### src/rtl/hit_judge.sv
// Rhythm judgement: debounces red/blue buttons, grades presses against the hit-zone
// note as PERFECT/GOOD, flags unplayed notes as MISS, and keeps score/combo/max_combo.
module hit_judge #(
  parameter int unsigned DEBOUNCE_CYCLES = 4,
  parameter int unsigned PERFECT_WIN     = 2
) (
  input  logic        clk,
  input  logic        rst,
  input  logic        red_botton,
  input  logic        blue_botton,
  input  logic [9:0]  note_R,
  input  logic [9:0]  note_B,
  input  logic [2:0]  offset,
  input  logic        finish,
  output logic [1:0]  judge_R,
  output logic [1:0]  judge_B,
  output logic        judge_valid,
  output logic [15:0] score,
  output logic [7:0]  combo,
  output logic [7:0]  max_combo
);

  typedef enum logic [1:0] {
    J_NONE    = 2'd0,
    J_PERFECT = 2'd1,
    J_GOOD    = 2'd2,
    J_MISS    = 2'd3
  } judge_e;

  localparam logic [7:0] DEB_LAST = 8'(DEBOUNCE_CYCLES - 1);

  // Lane index 0 is red, 1 is blue throughout.
  logic [1:0] btn;
  logic [1:0] zone;
  logic [1:0] sync1_q, sync2_q, deb_q, deb_prev_q, press_q;
  logic [7:0] cnt_q [2];

  logic [1:0] zone_q, cons_q, cons_d;
  logic [2:0] offset_q;
  judge_e     jr_q, jb_q;
  logic       valid_q;
  logic [15:0] score_q, score_d;
  logic [7:0]  combo_q, combo_d, max_q, max_d;

  logic        adv;
  logic [1:0]  hit, miss, perfect;
  judge_e      verdict [2];
  logic [2:0]  pts;
  logic [1:0]  n_hits;
  logic [7:0]  combo_base;
  logic [16:0] score_sum;
  logic [8:0]  combo_sum;

  assign btn  = {blue_botton, red_botton};
  assign zone = {note_B[0], note_R[0]};

  // Button path: 2-flop synchronizer, debounce counter, registered rising-edge pulse.
  // NOTE: sequential state uses non-blocking assignments so every flop samples pre-edge values.
  always_ff @(posedge clk) begin
    if (!rst) begin
      sync1_q    <= '0;
      sync2_q    <= '0;
      deb_q      <= '0;
      deb_prev_q <= '0;
      press_q    <= '0;
      for (int l = 0; l < 2; l++) cnt_q[l] <= '0;
    end else begin
      sync1_q    <= btn;
      sync2_q    <= sync1_q;
      deb_prev_q <= deb_q;
      press_q    <= deb_q & ~deb_prev_q;
      for (int l = 0; l < 2; l++) begin
        if (sync2_q[l] == deb_q[l]) begin
          cnt_q[l] <= '0;
        end else if (cnt_q[l] == DEB_LAST) begin
          deb_q[l] <= sync2_q[l];
          cnt_q[l] <= '0;
        end else begin
          cnt_q[l] <= cnt_q[l] + 8'd1;
        end
      end
    end
  end

  // NOTE: every always_comb output gets a default first so no latch can be inferred.
  always_comb begin
    adv        = (offset_q == 3'd7) && (offset == 3'd0);
    hit        = '0;
    miss       = '0;
    perfect    = '0;
    cons_d     = cons_q;
    pts        = '0;
    n_hits     = '0;
    verdict[0] = J_NONE;
    verdict[1] = J_NONE;
    for (int l = 0; l < 2; l++) begin
      // The adv clear happens before the hit test, so a hit lands on the new slot.
      miss[l]    = adv & zone_q[l] & ~cons_q[l] & ~finish;
      hit[l]     = press_q[l] & ~finish & zone[l] & ~(cons_q[l] & ~adv);
      perfect[l] = hit[l] && (32'(offset) <= PERFECT_WIN);
      cons_d[l]  = hit[l] | (cons_q[l] & ~adv);
      if (miss[l])         verdict[l] = J_MISS;
      else if (perfect[l]) verdict[l] = J_PERFECT;
      else if (hit[l])     verdict[l] = J_GOOD;
      if (perfect[l])  pts = pts + 3'd3;
      else if (hit[l]) pts = pts + 3'd1;
      n_hits = n_hits + {1'b0, hit[l]};
    end
    score_sum  = {1'b0, score_q} + {14'd0, pts};
    score_d    = score_sum[16] ? 16'hFFFF : score_sum[15:0];
    combo_base = (|miss) ? 8'd0 : combo_q;
    combo_sum  = {1'b0, combo_base} + {7'd0, n_hits};
    combo_d    = combo_sum[8] ? 8'hFF : combo_sum[7:0];
    max_d      = (combo_d > max_q) ? combo_d : max_q;
  end

  always_ff @(posedge clk) begin
    if (!rst) begin
      zone_q   <= '0;
      cons_q   <= '0;
      offset_q <= '0;
      jr_q     <= J_NONE;
      jb_q     <= J_NONE;
      valid_q  <= 1'b0;
      score_q  <= '0;
      combo_q  <= '0;
      max_q    <= '0;
    end else begin
      zone_q   <= zone;
      cons_q   <= cons_d;
      offset_q <= offset;
      jr_q     <= verdict[0];
      jb_q     <= verdict[1];
      valid_q  <= (verdict[0] != J_NONE) || (verdict[1] != J_NONE);
      score_q  <= score_d;
      combo_q  <= combo_d;
      max_q    <= max_d;
    end
  end

  assign judge_R     = jr_q;
  assign judge_B     = jb_q;
  assign judge_valid = valid_q;
  assign score       = score_q;
  assign combo       = combo_q;
  assign max_combo   = max_q;

endmodule

### config.mk
export PLATFORM = sky130hd
export DESIGN_NAME = hit_judge
export DESIGN_NICKNAME = d
export VERILOG_FILES = /design/src/rtl/hit_judge.sv
export SDC_FILE = /design/constraint.sdc
export NUM_CORES = 1
export LEC_CHECK = 0
export BUFFER_PORTS_ARGS = -buffer_cell sky130_fd_sc_hd__buf_2
export CORE_MARGIN = 8
export CORE_UTILIZATION = 57
export CTS_BUF_LIST = sky130_fd_sc_hd__clkbuf_8
export DETAILED_ROUTE_END_ITERATION = 7
export GPL_TIMING_DRIVEN = 0
export PLACE_DENSITY = 0.86
export SYNTH_ARGS = -nofsm -noshare
export SYNTH_HDL_FRONTEND = slang
export SYNTH_SLANG_ARGS = --single-unit
### constraint.sdc
create_clock -name clk -period 5.66 [get_ports clk]
set_input_delay 0.849 -clock clk [delete_from_list [all_inputs] [get_ports clk]]
set_output_delay 0.849 -clock clk [all_outputs]
set_load 0.05 [all_outputs]
==> insert_results.sql <==
INSERT INTO impl_metrics (metric_group, metric, value, unit) VALUES
('status', 'outcome', 'complete, no violations', ''),
('grt', 'grt_first_pass_wirelength', '11.8', 'mm'),
('route', 'wirelength', '7.07', 'mm'),
('route', 'initialDrtViolationCount', '122', ''),
('floorplanning', 'fp.dieH', '92.2', 'µm'),
('cts', 'clock_path_buffers', '2', ''),
('floorplanning', 'dieWidth', '92.2', 'µm'),
('floorplanning', 'ioPinCount', '65', ''),
('synthesis', 'synth.yosys.warnings', '0', ''),
('place', 'hpwl', '5.31', 'mm'),
('synthesis', 'post_synth_inst_count', '344', ''),
('synthesis', 'post_synth_arst_share', '0', '%'),
('floorplanning', 'initial_utilization', '59.4', '%'),
('grt', 'grt_use_total', '16.7', '%'),
('grt', 'via_count_of_the_first_global_routing_pass', '2664', ''),
('layout', 'drive_gt1_share', '16.2', '%'),
('cts', 'cts-root-buf', 'clkbuf_8', ''),
('cts', 'htree_levels', '3', ''),
('timing', 'timing.setup.tns', '0', 'ps'),
('timing', 'setup_repair_after_global_routing_missed_its_margin', 'false', ''),
('layout', 'mostFrequentLayoutCell', 'dfxtp_1', ''),
('grt', 'grt_overflow_total', '0', ''),
('place', 'place.gp.congestion', '0.848', ''),
('cts', 'path_clk_slew', '70', 'ps'),
('layout', 'mostFrequentLayoutCells', 'dfxtp_1 (54), buf_2 (46), a21oi_1 (31)', ''),
('worst_setup_path', 'critPathMaxStageDelay', '610', 'ps'),
('grt', 'maximum_number_of_pins_on_one_net_before_global_route_repair', '13', ''),
('timing', 'tightestPinTransition', '906', 'ps'),
('flow_run', 'count_of_maximum_capacitance_violations', '0', ''),
('worst_setup_path', 'timing.critical_path.to_type', 'register', ''),
('power', 'post-layout-total-power', '1060', 'µW'),
('worst_setup_path', 'critPathMaxFanout', '7', ''),
('cts', 'cts_buffers', '9', ''),
('timing', 'fmax', '195', 'MHz'),
('synthesis', 'synth_cell_type_count', '47', ''),
('worst_setup_path', 'start_kind', 'primary input', ''),
('route', 'num_vias', '2732', ''),
('route', 'routed_wire_length_per_instance', '14.3', 'µm'),
('worst_setup_path', 'critical_path.cell_chain', 'buf_2 -> nand4bb_1 -> or3b_2 -> a21oi_2 -> fa_1 -> ha_1 -> nand4_1 -> or2_2 -> a311oi_1 -> ha_1 -> and2_1 -> o21ai_0 -> nor4bb_2 -> o21ai_0 -> a21oi_1', ''),
('worst_setup_path', 'cpLargestDelayFamily', 'simple AND/OR/NAND/NOR gates', ''),
('timing', 'worst_clock_skew', '8.54', 'ps'),
('power', 'power_frac_clock', '41.6', '%'),
('timing', 'report.final.slew_viol_count', '0', ''),
('route', 'drtPass1Iterations', '5', ''),
('layout', 'antenna-diode-count', '0', ''),
('route', 'final_antenna_net_count', '0', ''),
('route', 'post_drt_via_cell_ratio', '5.54', ''),
('place', 'placed_area', '3690', 'µm²'),
('cts', 'postCtsResizedCells', '0', ''),
('worst_setup_path', 'path_class', 'primary input to register', ''),
('layout', 'area_growth', '18.1', '%'),
('floorplanning', 'die-area', '8510', 'µm²'),
('cts', 'worst_skew_pair.late_latency', '340', 'ps'),
('synthesis', 'synth.ff_latch_count', '70', ''),
('synthesis', 'cell_area_after_synthesis', '3310', 'µm²'),
('cts', 'clock_sinks', '70', ''),
('worst_setup_path', 'crit_required', '5920', 'ps'),
('power', 'power_frac_seq', '50.2', '%'),
('layout', 'fin_util', '70.2', '%'),
('layout', 'num-nets-final', '460', ''),
('worst_setup_path', 'crit_slowest_cell', 'or3b_2', ''),
('grt', 'grt_antenna_before_repair', '0', ''),
('synthesis', 'synth_enable_flop_cells', '16', ''),
('timing', 'report.final.setup_viol', '0', ''),
('cts', 'post-cts-setup-buffers', '0', ''),
('synthesis', 'leading_register_cell_type_out_of_synthesis', 'dfxtp_1', ''),
('power', 'cellLeakagePower', '0.00164', 'µW'),
('layout', 'post-route-cell-area', '3910', 'µm²'),
('timing', 'timing.final.crit_share', '90.6', '%'),
('power', 'combinationalPowerShare', '8.2', '%'),
('synthesis', 'synth-seq-area-share', '47.1', '%');
==> registers in the layout, summed over array words and instances, names as in the netlist <==
register	cells
cnt_q	16
combo	8
cons_q	2
deb_prev_q	2
deb_q	2
judge_B	2
judge_R	2
judge_valid	1
max_combo	8
offset_q	3
press_q	2
score	16
sync1_q	2
sync2_q	2
zone_q	2
==> per-layer routing <==
metal,global-route usage (%),up-vias,routed length [µm]
li1,-,1367,-
met1,19.2,1289,3220
met2,28.6,69,3390
met3,3.99,7,387
met4,7.92,0,68
met5,0,-,0
==> worst reg2reg max path, stage by stage (launching register included) <==
cell	delay, ps
dfxtp_1	320
nand4bb_1	250
or3b_2	610
a21oi_2	360
fa_1	300
ha_1	260
nand4_1	170
or2_2	360
a311oi_1	480
ha_1	320
and2_1	140
o21ai_0	110
nor4bb_2	610
o21ai_0	200
a21oi_1	170
==> per-stage QoR <==
stage | hold slack, ps | setup slack [ps]
5_1_grt | 407 | 96.3
6_report | 387 | 534
4_1_cts | 390 | 329
3_5_place_dp | 379 | -7.71
2_1_floorplan | 367 | 921
3_3_place_gp | 371 | 35.1
==> power by group through the flow <==
stage               Clock, µW  Combinational, µW  Sequential, µW
floorplan                   0               51.9             549
global placement            0               82.5             541
detailed placement          0               84.2             541
CTS                       443               84.9             530
global route              464               95.6             531
finish                    439               86.7             530
==> final timing paths <==
path	startpoint	end	slack, ps	depth (start not counted)
worst min-delay path	deb_prev_q[1]$_SDFF_PN0_	press_q[1]$_SDFF_PN0_	390	1
worst max register to register	offset_q[1]$_SDFF_PN0_	max_combo[2]$_SDFFE_PN0N_	930	14
worst max-delay path	offset[0]	max_combo[2]$_SDFFE_PN0N_	530	15
worst min register to register	deb_prev_q[1]$_SDFF_PN0_	press_q[1]$_SDFF_PN0_	390	1
==> layout make-up <==
| class | instances | area, µm² |
|---|---|---|
| tap | 72 | 90.1 |
| inverter | 13 | 48.8 |
| clock inverter | 6 | 80.1 |
| timing repair buffer | 46 | 230 |
| clock buffer | 10 | 138 |
| sequential | 70 | 1560 |
| buffer | 8 | 33.8 |
| fill | 452 | 1660 |
| multi-input combinational | 268 | 1730 |
==> kinds of logic after synthesis <==
kind of cell / count (synthesis) / share of synthesized area (%)
multiplexers: 3 / 0.907
buffers and inverters: 21 / 2.49
XOR/XNOR: 23 / 6.08
flip-flops: 70 / 47.1
other: 1 / 0.113
AND/OR/NAND/NOR: 144 / 24.4
adder cells (fa/ha/maj): 16 / 6.50
AO/OA/AOI/OAI: 66 / 12.4
==> Yosys cell counts, types with 2 or more instances <==
cell type  number  area share [%]
xnor2_1         6             1.6
o21ai_0         9             1.4
or3_1           2            0.38
clkbuf_1        7            0.79
and3_1          9             1.7
a311oi_1        2            0.53
a31oi_1         3            0.57
a211oi_1        7             1.6
and2_1         17             3.2
nor4bb_1        2            0.60
nand3_1        23             3.5
a21oi_1        31             4.7
nand3b_1        2            0.45
nand2_1        17             1.9
nand2b_1        3            0.57
nand4bb_1       2            0.68
edfxtp_1       16              15
nor2b_1         4            0.76
mux2i_1         3            0.91
ha_1           14             5.3
a21oi_2         2            0.53
and4_1          6             1.6
xor2_1         17             4.5
dfxtp_1        54              33
nor4b_1         4             1.1
nand4_1         4            0.76
nor3b_1         3            0.68
inv_1          13             1.5
nor2_1         29             3.3
fa_1            2             1.2
a21o_1          3            0.68
a41oi_1         2            0.53
nor3_1         12             1.8
Note: power is estimated with default switching activity, not from simulation.
